===== config.mk =====
export PLATFORM = sky130hd
export DESIGN_NAME = core_run_sequencer
export DESIGN_NICKNAME = d
export VERILOG_FILES = /design/src/rtl/core_seq_pkg.sv /design/src/rtl/core_run_sequencer_btn_sync_edge.sv /design/src/rtl/core_run_sequencer.sv
export SDC_FILE = /design/constraint.sdc
export NUM_CORES = 1
export LEC_CHECK = 0
export ABC_CLOCK_PERIOD_IN_PS = 2700
export BUFFER_PORTS_ARGS = -buffer_cell sky130_fd_sc_hd__buf_2
export CORE_ASPECT_RATIO = 0.9
export CORE_MARGIN = 2
export CORE_UTILIZATION = 30
export CTS_CLUSTER_SIZE = 30
export DETAILED_ROUTE_END_ITERATION = 16
export PLACE_DENSITY = 0.65
export RECOVER_POWER = 25
export SYNTH_ARGS = -nofsm -noshare
export SYNTH_HDL_FRONTEND = slang
export SYNTH_SLANG_ARGS = --single-unit

===== constraint.sdc =====
create_clock -name clock -period 2.7 [get_ports clock]
set_input_delay 0 -clock clock [delete_from_list [all_inputs] [get_ports clock]]
set_output_delay 0 -clock clock [all_outputs]
set_load 0.02 [all_outputs]

===== src/rtl/core_seq_pkg.sv =====
// core_seq_pkg
// Shared definitions for the core run sequencer: state encodings, default
// parameter values and the state-to-drive decode used to register the
// sequencer outputs alongside the state.
// Optional build macro used by the sequencer: CORE_WATCHDOG_EN.
package core_seq_pkg;

  localparam int SEQ_STATE_W         = 3;
  localparam int DEF_CYCLE_W         = 16;
  localparam int DEF_CORE_RST_CYCLES = 4;
  localparam int DEF_TIMEOUT         = 4095;

  // Encodings are visible on the debug LEDs, so they are fixed explicitly.
  typedef enum logic [SEQ_STATE_W-1:0] {
    ST_IDLE      = 3'd0,
    ST_CORE_RST  = 3'd1,
    ST_START     = 3'd2,
    ST_WAIT_DONE = 3'd3,
    ST_CAPTURE   = 3'd4,
    ST_HOLD      = 3'd5,
    ST_ERROR     = 3'd6
  } seq_state_e;

  // Drive pattern {core_reset, core_run, busy} for a given state.
  function automatic logic [2:0] seq_drive(input seq_state_e st);
    logic [2:0] d;
    case (st)
      ST_IDLE:      d = 3'b100;
      ST_CORE_RST:  d = 3'b101;
      ST_START:     d = 3'b011;
      ST_WAIT_DONE: d = 3'b011;
      ST_CAPTURE:   d = 3'b001;
      ST_HOLD:      d = 3'b000;
      ST_ERROR:     d = 3'b100;
      default:      d = 3'b100;
    endcase
    return d;
  endfunction

endpackage


===== src/rtl/core_run_sequencer_btn_sync_edge.sv =====
// btn_sync_edge
// Two-flop synchronizer followed by a rising-edge detector for a raw board
// button. pulse is high for exactly one clock per button press.
// Ports: clock (rising edge), reset (async, active-high), din (raw input),
//        pulse (one-cycle rising-edge pulse).
module btn_sync_edge (
  input  logic clock,
  input  logic reset,
  input  logic din,
  output logic pulse
);

  logic sync1;
  logic sync2;
  logic prev;

  // Synchronizer chain plus the delayed copy used for edge detection.
  always_ff @(posedge clock or posedge reset) begin
    if (reset) begin
      sync1 <= 1'b0;
      sync2 <= 1'b0;
      prev  <= 1'b0;
    end else begin
      sync1 <= din;
      sync2 <= sync1;
      prev  <= sync2;
    end
  end

  assign pulse = sync2 & ~prev;

endmodule


===== src/rtl/core_run_sequencer.sv =====
// core_run_sequencer
// Owns the reset/run inputs of the multicycle core. A button press resets
// the core for CORE_RST_CYCLES clocks, releases it, counts cycles until the
// core raises done, then captures register3, PC and the cycle count into
// stable result registers for the display logic.
// Build macro: CORE_WATCHDOG_EN -- when defined, a run whose cycle counter
// reaches TIMEOUT without done is aborted into ERROR with timeout_flag set.
// Ports:
//   clock, reset          rising-edge clock, async active-high reset
//   start_btn             raw start button
//   core_done/reg3/pc     status from the core
//   core_reset, core_run  control to the core
//   result_reg3/pc        captured values, run_cycles captured count
//   result_valid          results belong to a completed run
//   busy, timeout_flag    status; seq_state current state for debug LEDs
module core_run_sequencer
  import core_seq_pkg::*;
#(
  parameter int CYCLE_W         = DEF_CYCLE_W,
  parameter int CORE_RST_CYCLES = DEF_CORE_RST_CYCLES,
  parameter int TIMEOUT         = DEF_TIMEOUT
) (
  input  logic               clock,
  input  logic               reset,
  input  logic               start_btn,
  input  logic               core_done,
  input  logic [31:0]        core_reg3,
  input  logic [31:0]        core_pc,
  output logic               core_reset,
  output logic               core_run,
  output logic [31:0]        result_reg3,
  output logic [31:0]        result_pc,
  output logic [CYCLE_W-1:0] run_cycles,
  output logic               result_valid,
  output logic               busy,
  output logic               timeout_flag,
  output logic [2:0]         seq_state
);

`ifdef CORE_WATCHDOG_EN
  localparam logic WD_EN = 1'b1;
`else
  localparam logic WD_EN = 1'b0;
`endif

  localparam int                 RST_W     = (CORE_RST_CYCLES > 1) ? $clog2(CORE_RST_CYCLES) : 1;
  localparam logic [RST_W-1:0]   RST_LAST  = RST_W'(CORE_RST_CYCLES - 1);
  localparam logic [CYCLE_W-1:0] CNT_MAX   = {CYCLE_W{1'b1}};
  localparam logic [CYCLE_W-1:0] TIMEOUT_C = CYCLE_W'(TIMEOUT);

  seq_state_e         state;
  logic [RST_W-1:0]   rst_cnt;
  logic [CYCLE_W-1:0] counter;
  logic               start_pulse;
  logic               can_start;

  btn_sync_edge u_start_sync (
    .clock (clock),
    .reset (reset),
    .din   (start_btn),
    .pulse (start_pulse)
  );

  // A new run may only be launched from a resting state.
  assign can_start = (state == ST_IDLE) || (state == ST_HOLD) || (state == ST_ERROR);
  assign seq_state = state;

  // Sequencer FSM; core controls and busy are registered together with the
  // state so no input can reach an output combinationally.
  always_ff @(posedge clock or posedge reset) begin
    if (reset) begin
      state        <= ST_IDLE;
      {core_reset, core_run, busy} <= seq_drive(ST_IDLE);
      rst_cnt      <= '0;
      counter      <= '0;
      result_reg3  <= 32'd0;
      result_pc    <= 32'd0;
      run_cycles   <= '0;
      result_valid <= 1'b0;
      timeout_flag <= 1'b0;
    end else if (start_pulse && can_start) begin
      state        <= ST_CORE_RST;
      {core_reset, core_run, busy} <= seq_drive(ST_CORE_RST);
      rst_cnt      <= '0;
      counter      <= '0;
      result_valid <= 1'b0;
      timeout_flag <= 1'b0;
    end else begin
      case (state)
        ST_IDLE: begin
          state <= ST_IDLE;
        end
        ST_CORE_RST: begin
          if (rst_cnt == RST_LAST) begin
            state <= ST_START;
            {core_reset, core_run, busy} <= seq_drive(ST_START);
          end else begin
            rst_cnt <= rst_cnt + 1'b1;
          end
        end
        ST_START: begin
          // core_done is deliberately ignored for this first released cycle.
          state <= ST_WAIT_DONE;
          {core_reset, core_run, busy} <= seq_drive(ST_WAIT_DONE);
        end
        ST_WAIT_DONE: begin
          // done takes priority over the watchdog on the same cycle.
          if (core_done) begin
            state <= ST_CAPTURE;
            {core_reset, core_run, busy} <= seq_drive(ST_CAPTURE);
          end else if (WD_EN && (counter == TIMEOUT_C)) begin
            state        <= ST_ERROR;
            {core_reset, core_run, busy} <= seq_drive(ST_ERROR);
            timeout_flag <= WD_EN;
            result_valid <= 1'b0;
          end else if (counter != CNT_MAX) begin
            counter <= counter + 1'b1;
          end
        end
        ST_CAPTURE: begin
          result_reg3  <= core_reg3;
          result_pc    <= core_pc;
          run_cycles   <= counter;
          result_valid <= 1'b1;
          state        <= ST_HOLD;
          {core_reset, core_run, busy} <= seq_drive(ST_HOLD);
        end
        ST_HOLD: begin
          state <= ST_HOLD;
        end
        ST_ERROR: begin
          state <= ST_ERROR;
        end
        default: begin
          state <= ST_IDLE;
          {core_reset, core_run, busy} <= seq_drive(ST_IDLE);
        end
      endcase
    end
  end

endmodule


# ---- Yosys cells after proc, flatten, opt, wreduce, memory -nomap -nowiden
# Index checks and enable logic that the tools add are counted.
dict set report classes {
  n_reduce_logical 16
  eq_ne 13
  n_bitwise 3
  add_sub_neg 2
  n_mux 23
}
# operator n
set op_table {}
lappend op_table {{16-bit two-way mux} 4}
lappend op_table {{16-bit by 1-bit adder with 16-bit output (second input constant)} 1}
lappend op_table {{16-bit != test (second input constant)} 1}
lappend op_table {{3-bit one-hot mux with 5 select lines} 1}
lappend op_table {{1-bit one-hot mux with 4 select lines} 3}
lappend op_table {{3-bit == test (second input constant)} 3}
lappend op_table {{1-bit two-way mux} 9}
lappend op_table {{3-bit two-way mux} 3}
lappend op_table {{2-bit nonzero test} 4}
lappend op_table {{3-bit by 2-bit == test with 1-bit output (second input constant)} 2}
lappend op_table {{2-bit two-way mux} 3}
lappend op_table {{3-bit != test (second input constant)} 2}
lappend op_table {{2-bit AND reduction} 3}
lappend op_table {{3-bit AND reduction} 2}
lappend op_table {{2-bit by 1-bit != test with 1-bit output (second input constant)} 2}
lappend op_table {{2-bit OR reduction} 2}
lappend op_table {{3-bit by 1-bit == test with 1-bit output (second input constant)} 1}
lappend op_table {{3-bit zero test} 1}
lappend op_table {{3-bit OR reduction} 1}
lappend op_table {{2-bit by 1-bit adder with 2-bit output (second input constant)} 1}
lappend op_table {{2-bit == test (second input constant)} 1}
lappend op_table {{1-bit logical OR} 2}
lappend op_table {{2-bit != test (second input constant)} 1}
lappend op_table {{1-bit inverter} 2}
lappend op_table {{2 further kinds} 2}
dict set report totals {
  regBits 108
  output_inout_bits 88
  inputBits 68
}

# ---- Logic depth before layout (Yosys ltp)
dict set report logic_depth {
  word_depth 6
  mapped_depth 7
}

# ---- Hierarchy
# A second synthesis with hierarchy kept.
dict set report hier_totals {
  cells_unflattened 335
  area_unflattened_um2 4551.9
}
# module area_each_um2 instances cells_each seq_area_each_um2
set by_module_without_submodules {}
lappend by_module_without_submodules {core_run_sequencer 4459.3 1 330 2628.8}
lappend by_module_without_submodules {btn_sync_edge 92.6 1 5 75.1}

# ---- Worst setup path after synthesis
# No wires, ideal clock.
dict set report synth_path {
  path_type {flip-flop to flip-flop}
  from {register state[1], in the netlist seq_state[1]}
  to {register core_run}
  arrival_time_ns 1.716
  period_less_slack_ns 1.841
  path_stages_with_launch 5
  n_path_buf 1
  setup_slack_ns 0.859
  path_cell_list {dfrtp_1 > buf_1 > mux2_2 > o22ai_1 > mux2_2}
}
dict set report synth_between {
  elab_chain_cells 6
}
# element line
set synth_lines {}
lappend synth_lines {{start: declaration} core_run_sequencer.sv:51} ;# seq_state_e state;
lappend synth_lines {{start signal: assignment} core_run_sequencer.sv:72} ;# state <= ST_IDLE;
lappend synth_lines {{start signal: assignment} core_run_sequencer.sv:82} ;# state <= ST_CORE_RST;
lappend synth_lines {{start signal: assignment} core_run_sequencer.sv:91} ;# state <= ST_IDLE;
lappend synth_lines {{3-bit == test / 3-bit zero test (equally long branches)} {core_run_sequencer.sv:65, core_run_sequencer.sv:89}}
lappend synth_lines {{1-bit logical OR (2 in series)} core_run_sequencer.sv:65} ;# assign can_start = (state == ST_IDLE) || (state == ST_HOLD) || (state == ST_ERROR);
lappend synth_lines {{1-bit logical AND} core_run_sequencer.sv:81} ;# end else if (start_pulse && can_start) begin
lappend synth_lines {{3-bit != test (no line) / 2-bit by 1-bit != test with 1-bit output (equally long branches)} -}
lappend synth_lines {{3-bit AND reduction (no line)} -}
lappend synth_lines {{end signal: assignment} core_run_sequencer.sv:73} ;# {core_reset, core_run, busy} <= seq_drive(ST_IDLE);
lappend synth_lines {{end signal: assignment} core_run_sequencer.sv:83} ;# {core_reset, core_run, busy} <= seq_drive(ST_CORE_RST);
lappend synth_lines {{end signal: assignment} core_run_sequencer.sv:96} ;# {core_reset, core_run, busy} <= seq_drive(ST_START);
lappend synth_lines {{end: declaration} core_run_sequencer.sv:30} ;# output logic core_run,
# Parallel ways exist; a longest one is shown, timed or not.
# A chain may end at the register's enable or synchronous reset.

# ---- Worst setup path after layout
dict set report layout_path {
  from {register state[1], in the netlist seq_state[1]}
  to {register counter[9]}
}
dict set report layout_between {
  elab_chain_cells 6
}
# element line
set layout_lines {}
lappend layout_lines {{3-bit == test / 3-bit zero test (equally long branches)} core_run_sequencer.sv:65}
lappend layout_lines {{1-bit logical OR (2 in series)} core_run_sequencer.sv:65}
lappend layout_lines {{1-bit logical AND} core_run_sequencer.sv:81}
lappend layout_lines {{2-bit by 1-bit != test with 1-bit output (no line) / 2-bit nonzero test (equally long branches)} -}
lappend layout_lines {{3-bit AND reduction (no line)} -}
lappend layout_lines {{end signal: assignment} core_run_sequencer.sv:117} ;# counter <= counter + 1'b1;
lappend layout_lines {{end: declaration} core_run_sequencer.sv:53} ;# logic [CYCLE_W-1:0] counter;
# Parallel ways exist; a longest one is shown, timed or not.

==> impl_metrics.toml <==
[drt]
postRouteWirelength_mm = 11.2
drt_iter0_drc = 151
vias_per_cell = 4.58
drtAntennaViolNets = 0
num_vias = 3441
drt_pass1_iterations = 4
wl_per_cell_um = 14.8
drc = 0

[worst_setup_path]
cp.arrival_ns = 2.26
critical_path_peak_fanout = 14
rr_startpoint = "seq_state[1]$_DFFE_PP0P_"
crit_required_ns = 2.98
crit_chain = "and4bb_1, nand3_1, a2111oi_2, mux2i_1"
worstSetupPathType = "flip-flop to flip-flop"
max_stage_delay_ns = 0.62
regToRegSetupSlack_ns = 0.72
critPathLaunchType = "flip-flop"
slowest_stage = "dfrtp_1"
worst_setup_path_end_kind = "flip-flop"
timing.rr.end = "counter[9]$_DFFE_PP0P_"
rr_worst_depth = 4

[logic_synthesis]
synth_cells = 330
synth.cell_area_um2 = 4560
synth.distinct_cells = 49
synth_area_leaders = "dfrtp_1, mux2_2, mux2i_1"
synth_edf_count = 0
ys_seq_elements = 108
yosysTopAreaCellShare = 0.587
seq_area_frac_synth = 0.593
avgSynthCellArea_um2 = 13.8
ys.flop_type = "dfrtp_1"
async_flop_share = 1.00
synth_nets = 400
yosysWarnings = 0
synth.largest_area_cell = "dfrtp_1"

[placed_design]
dp_hpwl_mm = 7.01
gp_congestion = 0.769
placed_area_um2 = 5510
dp_slack_ns = 0.715
io_buffers = 154

[global_routing]
grt_util_met2 = 0.244
grt_pass1_vias = 3748
globalRouteMet3Util = 0.0556
grt_pass1_wl_mm = 18.3
antenna_found_initial = 0
grt.met1_usage = 0.161
grt_max_degree = 109
grt_overflow_total = 0
grt.total_usage = 0.143
top_usage_layer = "met2"

[cts]
root_buffer = "clkbuf_16"
cts_sinks = 108
cts-htree-levels = 3
hold_buffers = 67
cts_made_buffers = 9
cts_tree = "built"
cts_resized = 0
clk_latency_ns = 0.35
cts_setup_buffers = 0
clkTransAtPathRegs_ns = 0.08
clock_path_buffers = 2

[sta]
drv_slew = 0
clock_skew_ns = 0.0106
hold_viol = 0
tightest_slew_ns = 1.42
fmax_mhz = 505
setup_tns_ns = 0
relSlewSlack = 0.0559
setup_violations = 0
rsz0062_at_grt = "no"
fin_ws_ns = 0.720
period_share = 0.733
period_minus_slack_ns = 1.98
hold-worst-slack_ns = 0.291

[floorplanning]
dieArea_um2 = 16200
num_rows = 42
fp.dieW_um = 134
io_pins = 156
core_area_um2 = 14800
die_h_um = 121
start_util = 0.309

[run_status]
status = "finished, final reports clean"

[hold_path]
hold_depth = 2
worst_hold_path_type = "input pin to flip-flop"
holdCritStartpoint = "start_btn"
min_to = "u_start_sync.sync1$_DFF_PP0_"

[pwr]
max-vdd-ir-drop_mv = 0.675
power_density_nw_per_um2 = 1060
leakagePower_nw = 3.05

[layout]
syn2layout_area_growth_pct = 42.3
antennaDiodeCount = 0
drive_gt1_frac = 0.463
post-route-util = 0.439
final_area_um2 = 6490
nets = 618

[job]
drv_cap = 0
-- cell usage in the layout (no fill, tap or decap), types with 2 or more instances in the layout --
cell and n:
a21oi_1 10, and3_1 3, buf_2 150, buf_4 3, bufinv_16 2, clkbuf_1 5
clkbuf_16 9, clkinvlp_4 2, dfrtp_1 107, dlygate4sd3_1 67, ha_1 2, inv_1 9
mux2_1 8, mux2_2 75, mux2i_1 10, nand2_1 8, nand2b_1 4, nand3_1 6
nand4_1 3, nor2_1 5, nor3_1 3, o211ai_1 2, o21ai_0 16, o21bai_1 4
o22ai_1 3, o31ai_1 5, or4_1 4
-- per-layer routing --
layer,part of all wire,vias to the layer above
met4,0.023,0
met1,0.40,1681
met5,0,-
li1,-,1630
met2,0.51,113
met3,0.065,17
-- area by class of cell --
cell class	instances	area (um2)
Timing Repair Buffer	225	1470
Fill cell	1319	8280
Sequential cell	108	2700
Clock buffer	10	229
Inverter	10	41.3
Tap cell	198	248
Clock inverter	6	96.3
Multi-Input combinational cell	194	1700
-- registers in the layout (all words and copies together), names as in the netlist --
register and cells:
rst_cnt 2, counter 16, u_start_sync.sync1 1, u_start_sync.prev 1, core_run 1, core_reset 1
busy 1, run_cycles 16, u_start_sync.sync2 1, result_valid 1, seq_state 3, result_pc 32
result_reg3 32
-- report_power, final --
part           internal (mW)  switching, mW  leakage [nW]
logic                   1.18           1.58          1.54
registers               2.26          0.406          1.35
clock network          0.825          0.612         0.155
-- critical path: cells and delay by family (launching register included) --
family	cells	cell delay (ns)
AOI/OAI and AO/OA	1	0.39
DFF	1	0.62
muxes	1	0.22
and+or+nand+nor	2	0.68
-- cell usage after synthesis (all sizes together), types with 2 or more instances --
library cell  instances
dfrtp               107
mux2                 83
buf                  17
o21ai                16
a21oi                10
inv                  10
mux2i                10
nand2                 8
nand3                 8
nor2                  5
o31ai                 5
and3                  4
nand2b                4
nor3                  4
o21bai                4
or4                   4
nand4                 3
o22ai                 3
ha                    2
nor4                  2
o211ai                2
or2                   2
-- worst max-delay path by stage --
stage / start / to
final: seq_state[1]$_DFFE_PP0P_ / counter[9]$_DFFE_PP0P_
after global routing: seq_state[1]$_DFFE_PP0P_ / counter[9]$_DFFE_PP0P_
after CTS: seq_state[1]$_DFFE_PP0P_ / counter[9]$_DFFE_PP0P_
after global placement: seq_state[1]$_DFFE_PP0P_ / counter[9]$_DFFE_PP0P_
after floorplan: seq_state[1]$_DFFE_PP0P_ / core_run$_DFFE_PP0P_
after detailed placement: seq_state[1]$_DFFE_PP0P_ / counter[9]$_DFFE_PP0P_
-- cell families (layout without fill, tap and decap cells) --
kind of cell,count (synthesis),in the layout,share of synthesized area
flip-flops,108,108,0.593
multiplexers,93,93,0.227
AND/OR/NAND/NOR,49,49,0.0695
AO/OA/AOI/OAI,47,47,0.0653
buffers and inverters,28,251,0.0346
adder cells (fa/ha/maj),3,3,0.00769
other,1,1,0.000823
XOR/XNOR,1,1,0.00192
-- per-stage QoR --
stage / std cells / total power [mW]
2_1_floorplan: 330 / 4.49
3_3_place_gp: 668 / 5.30
3_5_place_dp: 668 / 5.40
4_1_cts: 751 / 6.95
5_1_grt: 751 / 7.28
6_report: 751 / 6.87
Power figures use the tool's default switching activity.
